File: src/rtl/reg_file_pkg.sv
// Shared defaults and request decoding for the small register-file blocks.
package reg_file_pkg;

    localparam int unsigned RF_ADDR_WIDTH = 3;
    localparam int unsigned RF_DATA_WIDTH = 16;
    localparam int unsigned RF_DEPTH      = 2 ** RF_ADDR_WIDTH;

    typedef enum logic [1:0] {
        OP_IDLE     = 2'b00,
        OP_READ     = 2'b01,
        OP_WRITE    = 2'b10,
        OP_CONFLICT = 2'b11
    } rf_op_e;

    // Simultaneous read and write requests collapse to a no-op (OP_CONFLICT).
    function automatic rf_op_e decode_op(input logic wr_en, input logic rd_en);
        rf_op_e op;
        case ({wr_en, rd_en})
            2'b01:   op = OP_READ;
            2'b10:   op = OP_WRITE;
            2'b11:   op = OP_CONFLICT;
            default: op = OP_IDLE;
        endcase
        return op;
    endfunction

endpackage

File: src/rtl/register8_16.sv
// Register-array memory (DEPTH x DATA_WIDTH): single-cycle writes and
// registered reads with a one-cycle valid strobe.
module register8_16
    import reg_file_pkg::*;
#(
    parameter int unsigned ADDR_WIDTH = RF_ADDR_WIDTH,
    parameter int unsigned DATA_WIDTH = RF_DATA_WIDTH,
    parameter int unsigned DEPTH      = RF_DEPTH
) (
    input  logic                  clk,
    input  logic                  RST,
    input  logic                  WrEn,
    input  logic                  RdEn,
    input  logic [DATA_WIDTH-1:0] WrData,
    input  logic [ADDR_WIDTH-1:0] Address,
    output logic [DATA_WIDTH-1:0] RdData,
    output logic                  RdData_Valid
);

    logic [DATA_WIDTH-1:0] r_mem [DEPTH];
    logic [DATA_WIDTH-1:0] r_rd_data;
    logic                  r_rd_valid;

    rf_op_e w_op;
    logic   w_addr_ok;

    always_comb begin
        w_op      = decode_op(WrEn, RdEn);
        // Guards against addresses beyond a DEPTH smaller than 2**ADDR_WIDTH.
        w_addr_ok = (32'(Address) < DEPTH);
    end

    always_ff @(posedge clk or posedge RST) begin
        if (RST) begin
            for (int unsigned i = 0; i < DEPTH; i++) begin
                r_mem[i] <= '0;
            end
            r_rd_data  <= '0;
            r_rd_valid <= 1'b0;
        end else begin
            r_rd_valid <= 1'b0;
            unique case (w_op)
                OP_WRITE: begin
                    if (w_addr_ok) begin
                        r_mem[Address] <= WrData;
                    end
                end
                OP_READ: begin
                    r_rd_data  <= w_addr_ok ? r_mem[Address] : '0;
                    r_rd_valid <= 1'b1;
                end
                OP_IDLE, OP_CONFLICT: begin
                end
            endcase
        end
    end

    assign RdData       = r_rd_data;
    assign RdData_Valid = r_rd_valid;

endmodule

File: config.mk
export PLATFORM = sky130hd
export DESIGN_NAME = register8_16
export DESIGN_NICKNAME = d
export VERILOG_FILES = /design/src/rtl/reg_file_pkg.sv /design/src/rtl/register8_16.sv
export SDC_FILE = /design/constraint.sdc
export NUM_CORES = 1
export LEC_CHECK = 0
export CAP_MARGIN = 15
export CORE_ASPECT_RATIO = 1.2
export CORE_MARGIN = 2
export CORE_UTILIZATION = 45
export CTS_CLUSTER_SIZE = 30
export DETAILED_ROUTE_END_ITERATION = 12
export GPL_ROUTABILITY_DRIVEN = 0
export PLACE_DENSITY = 0.76
export SETUP_SLACK_MARGIN = 0.15
export SLEW_MARGIN = 20
export SYNTH_ARGS = -nofsm -noshare
export SYNTH_HDL_FRONTEND = slang
export SYNTH_SLANG_ARGS = --single-unit
File: constraint.sdc
create_clock -name clk -period 4.93 [get_ports clk]
set_input_delay 0.986 -clock clk [delete_from_list [all_inputs] [get_ports clk]]
set_output_delay 0.986 -clock clk [all_outputs]
set_load 0.01 [all_outputs]
# Word-level counts from Yosys, hierarchy flattened
# Index checks and enable logic that the tools add are counted.
# op_classes
n_lt_le_gt_ge	2
n_eq_ne	5
muxes	8
n_bitwise	1
n_reduce_logical	1
# op_table
op	n
bitwise mux 128 bit	1
binary-select mux 16 bit (select 3 bit)	1
demux 16 bit (select 3 bit)	1
2-to-1 mux 16 bit	3
== test 2 bit, second input constant	3
one-hot mux 2 bit (3 select lines)	1
== test 2 x 1 -> 1 bit, second input constant	2
>= comparator 4 bit, second input constant	1
< comparator 4 x 1 -> 1 bit, second input constant	1
inverter 3 -> 4 bit	1
logical AND 1 bit	1
2-to-1 mux 1 bit	1
# word_totals
ff_bits	145
inputBits	23
output_inout_bits	17

# Depth between registers and ports, before layout
# Gate-level depths: netlist of the first run.
# logic_depth
depth_word	6
depth_mapped	7
depth_no_buf	3

# Least setup slack after synthesis of the first run
# OpenSTA, ideal clock, no wires.
# synth_path
path_type	input port to flip-flop
from	input Address[1]
to	register r_mem[100] (netlist bit)
setup_time_ps	125
arrival_time_ps	2124
required_time_ps	4805
path_slack_ps	2681
cell_stages	6
path_cell_list	buf_6 > or2_1 > buf_2 > nor2_4 > buf_4 > mux2_2
# synth_between
elab_chain_cells	6
# synth_rtl
element	line_no	text
from (decl)	register8_16.sv:15	input logic [ADDR_WIDTH-1:0] Address,
inverter 3 -> 4 bit (implied by the code) (*)	register8_16.sv:45	r_mem[Address] <= WrData;
>= comparator 4 bit (implied by the code) / < comparator 4 x 1 -> 1 bit (equally long branches)	register8_16.sv:45	
logical AND 1 bit (implied by the code)	register8_16.sv:45	
2-to-1 mux 16 bit (implied by the code)	register8_16.sv:45	
demux 16 bit (select 3 bit) (*)	register8_16.sv:45	
bitwise mux 128 bit (*)	register8_16.sv:45	
to (signal, indexed assignment)	register8_16.sv:45	
to (decl)	register8_16.sv:20	logic [DATA_WIDTH-1:0] r_mem [DEPTH];
# Every way passes the cells marked *; elsewhere a longest branch is shown, timed or not.
# A chain may end at the register's enable or synchronous reset.

# Worst setup path in the final report of the first run
# layout_path
from	input Address[2]
to	register r_mem[5] (netlist bit)
# The elaborated chain is that of the path after synthesis.

==> results of run 1 <==
-- power by group --
| part | switching, W | internal [W] |
|---|---|---|
| Combinational | 0.000229 | 0.000357 |
| Sequential | 0.000139 | 0.00146 |
| Clock | 0.000467 | 0.000870 |
| Total | 0.000835 | 0.00269 |
-- per-stage QoR --
stage          util [%]  worst slack (ps)  power [W]  cells
2_1_floorplan         -              2125   0.002017    446
3_3_place_gp      48.95              1484   0.002164    636
3_5_place_dp      48.95              1378   0.002207    636
4_1_cts           53.30              1823   0.003558    668
5_1_grt           53.32              1836   0.003688    668
6_report          53.32              1898   0.003521    668
-- sequential cells by signal, indices dropped and copies added, names as in the netlist --
signal,flops
r_mem,128
RdData,16
RdData_Valid,1
-- layout make-up --
| class | instances | area [um^2] | area share (%) |
|---|---|---|---|
| flip-flops and latches | 145 | 3628 | 47.61 |
| multi-input cells | 272 | 2714 | 35.61 |
| clock buffers | 22 | 464.2 | 6.091 |
| repair buffers | 43 | 430.4 | 5.648 |
| well taps | 175 | 219.0 | 2.873 |
| clock inverters | 10 | 157.7 | 2.069 |
| inverters | 1 | 7.507 | 0.09851 |
-- how the worst max path moves through the flow --
stage	startpoint	end	slack, ps	cells after the start
global route	Address[2]	r_mem[5]$_DFFE_PP0P_	1840	4
global placement	Address[1]	r_mem[63]$_DFFE_PP0P_	1480	4
floorplan	RST	RdData[0]$_DFFE_PP0P_	2120	1
CTS	Address[1]	r_mem[63]$_DFFE_PP0P_	1820	4
detailed placement	Address[1]	r_mem[63]$_DFFE_PP0P_	1380	4
finish	Address[2]	r_mem[5]$_DFFE_PP0P_	1900	4
-- kinds of logic after synthesis --
group                  count (synthesis)  share of synthesized area (%)
AO/OA/AOI/OAI                         48                          5.828
buffers and inverters                 29                          2.895
flip-flops                           145                          55.60
multiplexers                         192                          32.48
AND/OR/NAND/NOR                       32                          3.202
-- cell usage after synthesis --
| cell | count | area [um^2] |
|---|---|---|
| a31oi_1 | 16 | 100.1 |
| buf_2 | 7 | 35.03 |
| buf_4 | 11 | 82.58 |
| buf_6 | 4 | 45.04 |
| clkbuf_1 | 6 | 22.52 |
| dfrtp_1 | 145 | 3628 |
| inv_1 | 1 | 3.750 |
| mux2_2 | 118 | 1329 |
| mux2_4 | 10 | 150.1 |
| mux2i_1 | 64 | 640.6 |
| nand2_1 | 1 | 3.750 |
| nand2_2 | 1 | 6.260 |
| nand2b_1 | 2 | 12.51 |
| nand2b_4 | 1 | 13.76 |
| nand3_2 | 1 | 10.01 |
| nand3b_2 | 2 | 22.52 |
| nor2_1 | 17 | 63.81 |
| nor2_4 | 4 | 45.04 |
| nor2b_1 | 1 | 6.260 |
| nor3b_4 | 1 | 18.77 |
| o22a_1 | 32 | 280.3 |
| or2_1 | 1 | 6.260 |
-- layer usage --
metal	vias up	global-route usage (%)	part of all wire [%]
li1	1715	-	-
met1	1958	23.29	46
met2	56	29.86	49
met3	19	4.458	3.3
met4	0	6.775	1.5
met5	-	0	0
-- worst max-delay path, cell delays in order --
cell	delay, ps
clkdlybuf4s50_1	630
nand2_1	600
nor2_4	690
mux2_2	410
==> summary.md, run 1 <==
| Metric | Value |
|---|---|
| CP Max Fanout | 17 |
| CTS clock-pin slew for the worst setup and hold paths | 60 ps |
| # IOs | 40 |
| Htree depth | 4 |
| DRC viols | 0 |
| Worst flop-to-flop path endpoint | RdData[1]$_DFFE_PP0P_ |
| Skew final | 4.561 ps |
| CTS resizes | 0 |
| Hold_ws | 499.1 ps |
| Final Hold Fails | 0 |
| Commonest non-fill, non-tap cells in the layout | dfrtp_1, mux2_2, mux2i_1, clkdlybuf4s50_1, o22a_1 |
| Nets@finish | 503 |
| First-pass DRT Iterations | 4 |
| Core Box Area | 0.01429 mm^2 |
| Hold_buf cts | 0 |
| Diodes inserted | 0 |
| DIE WIDTH | 113.9 um |
| Final worst path period need | 3032 ps |
| Largest net degree at the start of global routing | 146 |
| Seq cells post-synth | 145 |
| CTS Buf Count | 17 |
| Final ANT Viol Nets | 0 |
| Total wire length | 13,170 um |
| Most common cell after layout, fill and taps aside | dfrtp_1 |
| Height of the die | 135.9 um |
| Reg2Reg Setup Slack | 3980 ps |
| Actual slew at the worst max-slew pin | 931.6 ps |
| Area delta synth->final | 16.78% |
| Max Slew Vio Count | 0 |
| CP Data Required Time | 5230 ps |
| Status | finished, final reports clean |
| Final Setup Violations | 0 |
| Latest clock arrival within the worst-skew pair | 420 ps |
| Max-cap viol count | 0 |
| Detailed placement HPWL | 7506 um |
| Post-placement cell area | 0.006997 mm^2 |
| DR WL/cell | 19.72 um |
| Row count | 48 |
| DR iter-0 viols | 210 |
| Root Driver | clkbuf_16 |
| Grt ovf | 0 |
| Post-synthesis cell type count | 22 |
| Via count | 3,748 |
| Sequential element share of the synthesized area | 55.60% |
| Max Buffers Root-to-Sink | 2 |
| Cells on Worst Hold Path | 1 |
| Fillers | 1,171 |
| RSZ-0062 raised after global routing | false |
| Synthesized area per cell | 14.63 um^2 |
| Arrival time worst endpoint | 3330 ps |
| Port buffer count | 39 |
| Max frequency | 329.8 MHz |
| Startpoint Class | primary input |
| Tot GR Track Use | 18.15% |
| WS Path Type | in -> reg |
| Total negative slack | 0 ps |
| Cells after synthesis | 446 |
| Max_slew headroom | 37.89% |
| Cell Area, Synth | 0.006526 mm^2 |
| Worst setup EP type | flop |
| Critical R2R Launch | r_mem[1]$_DFFE_PP0P_ |
| PD cells | 462.1 mW/mm^2 |
| Via density | 5.611 |
| First-pass GRT wire length | 21,110 um |
| Layout cells sized above 1 | 35.50% |
| CTS tree | done |
| Syn. warnings | 0 |
| Lkg Pwr | 3.360 nW |
| Final non-filler cell area | 0.007621 mm^2 |
| Vias in the first global route | 4,031 |
| Antenna violations before repair | 0 |
| Period utilization | 61.50% |
| Worst hold path class | reg -> reg |
| Setup bufs post-CTS | 0 |
| Sink Count | 145 |
| Die footprint | 0.01549 mm^2 |
| VDD IR max | 225.5 uV |
| Post-Synthesis Net Count | 469 |
| Hold_sp | r_mem[80]$_DFFE_PP0P_ |
| Hold path endpoint | r_mem[80]$_DFFE_PP0P_ |
| Initial Util | 45.66% |
| Reg2reg path depth | 3 |
Power figures use the tool's default switching activity.
==> run 2: changes to the inputs <==
==> constraint.sdc (replaced) <==
create_clock -name clk -period 2.65 [get_ports clk]
set_input_delay 0.53 -clock clk [delete_from_list [all_inputs] [get_ports clk]]
set_output_delay 0.53 -clock clk [all_outputs]
set_load 0.01 [all_outputs]
==> run 2 against run 1 <==
Against the previous run:
- setup slack worse by 1200 ps
- final area is 1.8% higher
- clock skew up 1.2 ps
- register-to-register slack got worse by 2300 ps
- utilization up 0.97 points
- largest cell class unchanged
==> summary.md, run 2 (synthesized netlist as in run 1, its figures left out) <==
| Metric | Value |
|---|---|
| Status | finished, final reports clean |
| DRC viols | 0 |
| DIE WIDTH | 113.9 um |
| Hold_sp | r_mem[81]$_DFFE_PP0P_ |
| Sink Count | 145 |
| CP Max Fanout | 16 |
| Detailed placement HPWL | 8366 um |
| Die footprint | 0.01549 mm^2 |
| Hold path endpoint | r_mem[81]$_DFFE_PP0P_ |
| Setup bufs post-CTS | 0 |
| CTS tree | done |
| Actual slew at the worst max-slew pin | 607.7 ps |
| DR WL/cell | 20.82 um |
| Total wire length | 14,180 um |
| Critical R2R Launch | r_mem[37]$_DFFE_PP0P_ |
| Max_slew headroom | 59.34% |
| Initial Util | 45.66% |
| Layout cells sized above 1 | 37.35% |
| Antenna violations before repair | 0 |
| Latest clock arrival within the worst-skew pair | 410 ps |
| Row count | 48 |
| Skew final | 5.761 ps |
| Most common cell after layout, fill and taps aside | dfrtp_1 |
| Critical-path cell with the highest stage delay | clkdlybuf4s50_1 |
| Final Hold Fails | 0 |
| CP Launch Point | WrEn |
| Reg2Reg Setup Slack | 1670 ps |
| Port buffer count | 39 |
| Commonest non-fill, non-tap cells in the layout | dfrtp_1, mux2_2, mux2i_1, clkdlybuf4s50_1, o22a_1 |
| Total chip power | 0.006556 W |
| Final Setup Violations | 0 |
| Root Driver | clkbuf_16 |
| WS Path Type | in -> reg |
| Total negative slack | 0 ps |
| Max Slew Vio Count | 0 |
| Largest net degree at the start of global routing | 107 |
| Diodes inserted | 0 |
| Reg2reg path depth | 3 |
| CTS resizes | 0 |
| Worst hold path class | reg -> reg |
| Startpoint Class | primary input |
| CP Cell Sequence | clkdlybuf4s50_1 -> nor3b_4 -> nand2_2 -> mux2_2 |
| Worst flop-to-flop path endpoint | RdData[5]$_DFFE_PP0P_ |
| Max reg flops | 128 |
| Peak per-stage delay on the critical path | 530 ps |
| Arrival time worst endpoint | 2250 ps |
| First-pass DRT Iterations | 6 |
| CP Data Required Time | 2940 ps |
| DR iter-0 viols | 180 |
| VDD IR max | 422.1 uV |
| Max-cap viol count | 0 |
| Worst setup EP type | flop |
| Cells on Worst Hold Path | 1 |
| Via density | 5.714 |
| First-pass GRT wire length | 22,920 um |
| CTS clock-pin slew for the worst setup and hold paths | 60 ps |
| RSZ-0062 raised after global routing | false |
| CTS Buf Count | 17 |
| # IOs | 40 |
| Tot GR Track Use | 19.50% |
| Max frequency | 511.2 MHz |
| Lkg Pwr | 3.448 nW |
| Hold_buf cts | 0 |
| PD cells | 844.8 mW/mm^2 |
| Final ANT Viol Nets | 0 |
| Via count | 3,891 |
| Hold_ws | 501.7 ps |
| Area delta synth->final | 18.90% |
| Core Box Area | 0.01429 mm^2 |
| Vias in the first global route | 4,190 |
| Grt ovf | 0 |
| Htree depth | 4 |
| Height of the die | 135.9 um |
| Period utilization | 73.82% |
| Final worst path period need | 1956 ps |
| Nets@finish | 516 |
| Max Buffers Root-to-Sink | 2 |
| Most flops, register | r_mem |
run 2: cell types whose count changed in the layout (fill, tap and decap cells not counted), sizes merged:
| cell | before | now |
|---|---|---|
| clkinv | 3 | 6 |
| bufinv | 4 | 3 |
| buf | 5 | 18 |
| clkinvlp | 4 | 2 |
run 2: report_power, final:
part           switching, W  total [W]  internal, W
registers          0.000272    0.00299      0.00272
clock network      0.000880    0.00245      0.00157
logic              0.000440    0.00111     0.000673
run 2: routing by layer:
| metal | GRT usage (%) | routed length (um) |
|---|---|---|
| met5 | 0 | 0 |
| met4 | 6.504 | 180 |
| met3 | 3.790 | 473 |
| met2 | 31.61 | 6990 |
| met1 | 26.47 | 6534 |
run 2: layout make-up:
type                    instances  area (um^2)
clock buffers                  22        484.2
clock inverters                10        131.4
fillers                      1192         6534
inverters                       1        7.507
multi-input cells             272         2711
flip-flops and latches        145         3628
well taps                     175        219.0
repair buffers                 56        578.1
run 2: how the worst max path moves through the flow:
| stage | endpoint | slack, ps | cells past startpoint |
|---|---|---|---|
| final | r_mem[119]$_DFFE_PP0P_ | 690 | 4 |
| after global routing | r_mem[119]$_DFFE_PP0P_ | 600 | 4 |
| after CTS | r_mem[73]$_DFFE_PP0P_ | 690 | 5 |
| after detailed placement | r_mem[70]$_DFFE_PP0P_ | 270 | 5 |
| after global placement | r_mem[118]$_DFFE_PP0P_ | 290 | 4 |
| after floorplan | RdData[0]$_DFFE_PP0P_ | 300 | 1 |
run 2: critical path, delay by kind of cell:
family	cells	cell delay [ps]
buf+inv	1	530
simple gates	2	750
mux	1	430
run 2: through the flow:
step | util, % | setup slack, ps | instances | cell area (um^2)
CTS | 54.29 | 692.6 | 681 | 7760
global route | 54.29 | 599.5 | 681 | 7760
detailed placement | 49.98 | 274.3 | 649 | 7144
finish | 54.29 | 693.8 | 681 | 7760
global placement | 49.98 | 292.2 | 649 | 7144
floorplan | - | 301.0 | 446 | 6530
